[config.mk]
export PLATFORM = sky130hd
export DESIGN_NAME = mux_scan_controller
export DESIGN_NICKNAME = d
export VERILOG_FILES = /design/src/rtl/mux_scan_controller.sv
export SDC_FILE = /design/constraint.sdc
export NUM_CORES = 1
export LEC_CHECK = 0
export ABC_AREA = 1
export ABC_CLOCK_PERIOD_IN_PS = 1100
export BUFFER_PORTS_ARGS = -buffer_cell sky130_fd_sc_hd__buf_2
export CORE_MARGIN = 10
export CORE_UTILIZATION = 39
export CTS_BUF_LIST = sky130_fd_sc_hd__clkbuf_8
export DETAILED_ROUTE_END_ITERATION = 12
export GPL_TIMING_DRIVEN = 0
export SYNTH_ARGS = -nofsm -noshare
export SYNTH_HDL_FRONTEND = slang
export SYNTH_SLANG_ARGS = --single-unit
[constraint.sdc]
create_clock -name clk -period 1.1 [get_ports clk]
set_input_delay 0.165 -clock clk [delete_from_list [all_inputs] [get_ports clk]]
set_output_delay 0.165 -clock clk [all_outputs]
set_load 0.01 [all_outputs]
[src/rtl/mux_scan_controller.sv]
`default_nettype none
// +-----------------------------------------------------------------------------+
// | mux_scan_controller: steps a mux select across all inputs, samples z at the  |
// | end of each dwell and publishes the assembled word.      Rev 1.0             |
// +-----------------------------------------------------------------------------+
module mux_scan_controller #(
  parameter  int INs   = 5,
  parameter  int DWELL = 1,
  localparam int SW    = (INs > 1) ? $clog2(INs) : 1
) (
  input  logic           clk,
  input  logic           reset,
  input  logic           start,
  input  logic           cont,
  input  logic           z,
  output logic [SW-1:0]  s,
  output logic [INs-1:0] data,
  output logic           busy,
  output logic           done,
  output logic           valid
);

  localparam int DW = (DWELL > 1) ? $clog2(DWELL) : 1;

  localparam logic [0:0] ST_IDLE = 1'b0;
  localparam logic [0:0] ST_SCAN = 1'b1;

  logic [0:0]     state;
  logic [0:0]     state_nxt;
  logic [DW-1:0]  dwell_cnt;
  logic [SW-1:0]  sel;
  logic [INs-1:0] shadow;
  logic           seg_end;
  logic           scan_end;

  assign seg_end  = (dwell_cnt == DW'(DWELL - 1));
  assign scan_end = (state == ST_SCAN) && seg_end && (sel == SW'(INs - 1));

  always_ff @(posedge clk) begin
    if (reset) begin
      state <= ST_IDLE;
    end else begin
      state <= state_nxt;
    end
  end

  always_comb begin
    state_nxt = state;
    case (state)
      ST_IDLE: if (start) state_nxt = ST_SCAN;
      ST_SCAN: if (scan_end && !cont) state_nxt = ST_IDLE;
      default: state_nxt = ST_IDLE;
    endcase
  end

  always_comb begin
    busy = (state == ST_SCAN);
    s    = sel;
  end

  // The last channel bypasses the shadow so the word is ready on the completion edge.
  always_ff @(posedge clk) begin
    if (reset) begin
      sel       <= '0;
      dwell_cnt <= '0;
      shadow    <= '0;
      data      <= '0;
      done      <= 1'b0;
      valid     <= 1'b0;
    end else begin
      done <= 1'b0;
      if (state == ST_SCAN) begin
        if (seg_end) begin
          dwell_cnt <= '0;
          for (int i = 0; i < INs; i++) begin
            if (sel == SW'(i)) shadow[i] <= z;
          end
          if (scan_end) begin
            sel   <= '0;
            data  <= {z, shadow[INs-2:0]};
            done  <= 1'b1;
            valid <= 1'b1;
          end else begin
            sel <= sel + 1'b1;
          end
        end else begin
          dwell_cnt <= dwell_cnt + 1'b1;
        end
      end else begin
        sel       <= '0;
        dwell_cnt <= '0;
      end
    end
  end

endmodule
`default_nettype wire

* Word level (Yosys, flattened, before mapping)
Index checks and enable logic that the tools add are counted.
Widths: inputs -> output; s select.
** Word-level totals
- Input port bits :: 5
- Flip-flop bits (word level) :: 16
- Output and inout bits :: 11
** Operators by class
- Add/sub/neg operators :: 2
- Equality and inequality tests :: 4
- Muxes and demuxes :: 5
- Bitwise gates (word level) :: 2
- Reduce and logical (&&, ||, !) cells :: 13
** Operators by type and width (count)
- $reduce_and 3->1 :: 5
- $eq 3x2->1 const B :: 2
- $reduce_or 3->1 :: 2
- $add 3x1->3 const B :: 1
- $eq 3x1->1 const B :: 1
- $eq 3x3->1 const B :: 1
- $logic_and 1x1->1 :: 3
- $logic_not 3->1 :: 1
- $mux 1 :: 3
- $mux 3 :: 1
- $not 1->1 :: 2
- $pmux 1 s2 :: 1
- $reduce_or 2->1 :: 1
- $add 1x1->1 const B :: 1
- $logic_not 1->1 :: 1

* Depth between registers and ports, before layout
- Depth in word-level cells :: 6
- Mapped depth :: 7
- Mapped depth without buffers :: 7

* Least setup slack after synthesis
Ideal clock, no wire load.
- Path type :: flip-flop to flip-flop
- Start :: reg sel[0] (netlist: s[0])
- End :: reg data[3]
- Setup time :: 0.064 ns
- Arrival time :: 1.075 ns
- Setup slack :: -0.039 ns
- Period minus slack after synthesis :: 1.139 ns
- Buffers on the path :: 0
- Stages on the path, launching flop included :: 8
- Required time :: 1.036 ns
- Path through :: dfxtp_1 inv_1 ha_1 nand2_2 inv_2 nand3_1 nand2_1 nor2_1
** On the way
- Cells in the longest elaborated chain, start to end :: 3
** Ends and longest elaborated chain
- start, declared :: RTL line 31 : logic [SW-1:0] sel;
- start signal, assigned :: RTL line 84 : sel <= sel + 1'b1;
- $eq 3x3->1
- $logic_and 1x1->1 :: RTL line 37 : assign scan_end = (state == ST_SCAN) && seg_end && (sel == SW'(INs - 1));
- $reduce_and 3->1 (no source line)
- end signal, assigned :: RTL line 80 : data <= {z, shadow[INs-2:0]};
- end, declared :: RTL line 17 : output logic [INs-1:0] data,
No other way between the ends.
A chain may end at the register's enable or synchronous reset.

* Worst setup path after layout
- Start :: reg sel[0] (netlist: s[0])
- End :: reg state (netlist: busy)
** On the way
- Cells in the longest elaborated chain, start to end :: 5
** Ends and longest elaborated chain
- $eq 3x3->1
- $logic_and 1x1->1 :: RTL line 37
- $logic_and 1x1->1 :: RTL line 51 : ST_SCAN: if (scan_end && !cont) state_nxt = ST_IDLE;
- $mux 1 :: RTL line 51
- $pmux 1 s2 :: RTL line 49 : case (state)
- end signal, assigned :: RTL line 43 : state <= state_nxt;
- end, declared :: RTL line 28 : logic [0:0] state;
No other way between the ends.

==> results.yml <==
status:
  status: "finished clean"
global_route:
  grt_max_degree: 11
  grt_pass1_wl_um: 2390
  grt.overflow.total: 0
  track_usage_pct: 7.35
  grt_pass1_vias: 558
  antenna_found_initial: 0
hold_path:
  hold_start: "cont"
  hold_class: "in -> reg"
route:
  wl_per_cell_um: 10.1
  dr.pass1.iters: 4
  postRouteAntennaNets: 0
  wl_um: 1470
  drc: 0
  drtIter0Drc: 12
  viasPerCell: 4.40
  vias: 638
die:
  dieArea_mm2: 0.00401
  start_util_pct: 41.6
  die_h_um: 63.4
  core_area_mm2: 0.00176
  die_w_um: 63.4
  num_rows: 15
  io_pins: 16
synthesis:
  syn-num-nets: 109
  avgSynthCellArea_um2: 7.41
  synth_mux_area_share_pct: 0
  synth_adder_area_share_pct: 8.53
  yosys.area.top_type_share_pct: 43.7
  synth.distinct_cells: 16
  netlist_area_um2: 733
  netlist_top_cells_area: "dfxtp_1 44%, nor2_1 11%, ha_1 8.5%, nand2_1 7.7%, inv_1 7.2%"
  yosys.area_share.simple_pct: 31.1
  yosysSeqAreaShare_pct: 43.7
  yosys_warnings: 0
  synth-compound-area-share_pct: 5.97
  yosysTopAreaCell: "dfxtp_1"
  synth_top_family_by_area: "simple AND/OR/NAND/NOR gates"
  synth_seq_cells: 16
  synth_xor_area_share_pct: 0
  syn_inst: 99
clock_tree:
  cts_htree_levels: 1
  cts_sinks: 16
  cts_buffer_depth: 2
  cts_root_buf: "clkbuf_8"
  cts_made_buffers: 3
  cts_tree: "built"
  cts_hold_buf: 0
  insertion_delay_ns: 0.25
  clk_pin_slew_ns: 0.06
layout:
  synthToLayoutAreaGrowth_pct: 32.4
  fin_util_pct: 55.0
  n_antenna_cell: 0
  layout.nets: 131
  drive_gt1_share_pct: 35.8
setup_path:
  end_kind: "register"
  crit_start: "s[0]$_SDFFE_PP0N_"
  cp.arrival_ns: 1.21
  critPathKind: "reg -> reg"
  worstRegToRegCells: 7
  ff2ff_setup_slack_ns: 0.04
  required_ns: 1.25
  cp-start-kind: "register"
  critPathMaxFanout: 6
  r2r-end: "busy$_SDFF_PP0_"
  regToRegStartpoint: "s[0]$_SDFFE_PP0N_"
  cp-endpoint: "busy$_SDFF_PP0_"
sta:
  post-route-period-util_pct: 96.8
  hold_viol: 0
  maxSlewViolCount: 0
  fmax_ghz: 0.939
  tns_ns: 0
  fin_skew_ns: 0.00139
  setup_viol_count_final: 0
  period_minus_slack_ns: 1.06
  rsz0062_at_grt: "yes"
pwr:
  p_per_area_mw_per_mm2: 1240
  switchingPower_w: 0.000265
  p_int_w: 0.000941
  switching_share_pct: 22.0
  total_power_w: 0.00121
  combPwrFrac_pct: 7.5
  ir_drop_mv: 0.953
  power_leakage_nw: 0.445
  clkPwrFrac_pct: 43.0
  sequentialPowerShare_pct: 49.5
run:
  maxCapViolations: 0
place:
  globalplace.congestion: 0.676
  port_buffers: 15
  detailed_place_hpwl_um: 1050
## cell type report
| type | instances | area [um^2] |
|---|---|---|
| well taps | 25 | 31.3 |
| clock buffers | 4 | 55.1 |
| flip-flops and latches | 16 | 330 |
| plain buffers | 1 | 11.3 |
| fillers | 184 | 793 |
| inverters | 17 | 73.8 |
| repair buffers | 17 | 90.1 |
| multi-input cells | 65 | 379 |
## sequential cells by signal, indices dropped and copies added (netlist names)
| name | flops |
|---|---|
| busy | 1 |
| done | 1 |
| shadow | 4 |
| s | 3 |
| data | 5 |
| valid | 1 |
| dwell_cnt | 1 |
## worst min path at each step
stage	slack, ns	cells past startpoint	endpoint
floorplan	0.23	1	shadow[3]$_SDFFE_PP0P_
global placement	0.36	3	busy$_SDFF_PP0_
detailed placement	0.39	3	busy$_SDFF_PP0_
CTS	0.12	3	busy$_SDFF_PP0_
global route	0.13	3	busy$_SDFF_PP0_
finish	0.11	3	busy$_SDFF_PP0_
## power by group through the flow
stage	combinational, W	sequential (W)	clock (W)
2_1_floorplan	0.0000485	0.000613	0
3_3_place_gp	0.0000745	0.000613	0
3_5_place_dp	0.0000759	0.000612	0
4_1_cts	0.0000795	0.000600	0.000535
5_1_grt	0.000103	0.000598	0.000561
6_report	0.0000905	0.000597	0.000518
## repair_timing
action / CTS / global route
gates resized for setup: 7 / 16
buffers inserted: 0 / 2
setup endpoints to repair: 10 / 13
pin swaps: 1 / 10
gates cloned: 0 / 0
## layout by cell type, fill, tap and decap left out
cell / n
nor2_1: 21
buf_2: 15
nand2_1: 14
inv_1: 12
dfxtp_1: 12
nand3_1: 9
clkbuf_8: 4
o21ai_1: 3
a21oi_1: 3
inv_4: 2
inv_2: 2
nor2_4: 2
nand3_2: 2
nand2_4: 2
ha_1: 2
ha_2: 2
dfxtp_2: 2
buf_4: 2
dfxtp_4: 2
buf_6: 1
a21oi_2: 1
inv_6: 1
o21ai_2: 1
nor2_2: 1
ha_4: 1
conb_1: 1
## per-stage QoR
step / instances / worst slack (ns) / instance area (um^2) / hold WS, ns
after CTS: 143 / 0.00761 / 918 / 0.121
final: 145 / 0.0352 / 971 / 0.108
after floorplan: 99 / 0.00204 / 736 / 0.227
after global routing: 145 / -0.0238 / 971 / 0.126
after detailed placement: 139 / -0.109 / 842 / 0.386
after global placement: 139 / -0.0569 / 842 / 0.364
## cell usage after synthesis
library cell,instances
inv_1,14
buf_6,1
dfxtp_1,16
nor2_1,22
ha_1,5
nor2_4,2
a21oi_2,1
nand2_1,15
nand2_2,1
o21ai_0,3
a21oi_1,3
nand3_2,1
nand3_1,10
inv_2,3
o21ai_1,1
conb_1,1
## worst max-delay path: stages, from the launching register on
cell     delay [ns]
dfxtp_4        0.37
inv_4          0.07
ha_4           0.15
nand2_4        0.08
inv_6          0.09
nand2_4        0.05
o21ai_2        0.12
inv_1          0.04
## cells by family after synthesis
kind of cell	after synthesis
buf+inv	18
flops	16
fa+ha+maj	5
other cells	1
simple gates	51
compound gates	8
## layer usage
metal / vias up / routed length [um] / share of wire [%] / GRT usage [%]
met4: 0 / 20 / 1.4 / 3.28
li1: 342 / - / - / -
met1: 276 / 574 / 39 / 7.48
met2: 16 / 718 / 49 / 11.6
met3: 4 / 154 / 10 / 4.77
met5: - / 0 / 0 / 0
Power figures use the tool's default switching activity.
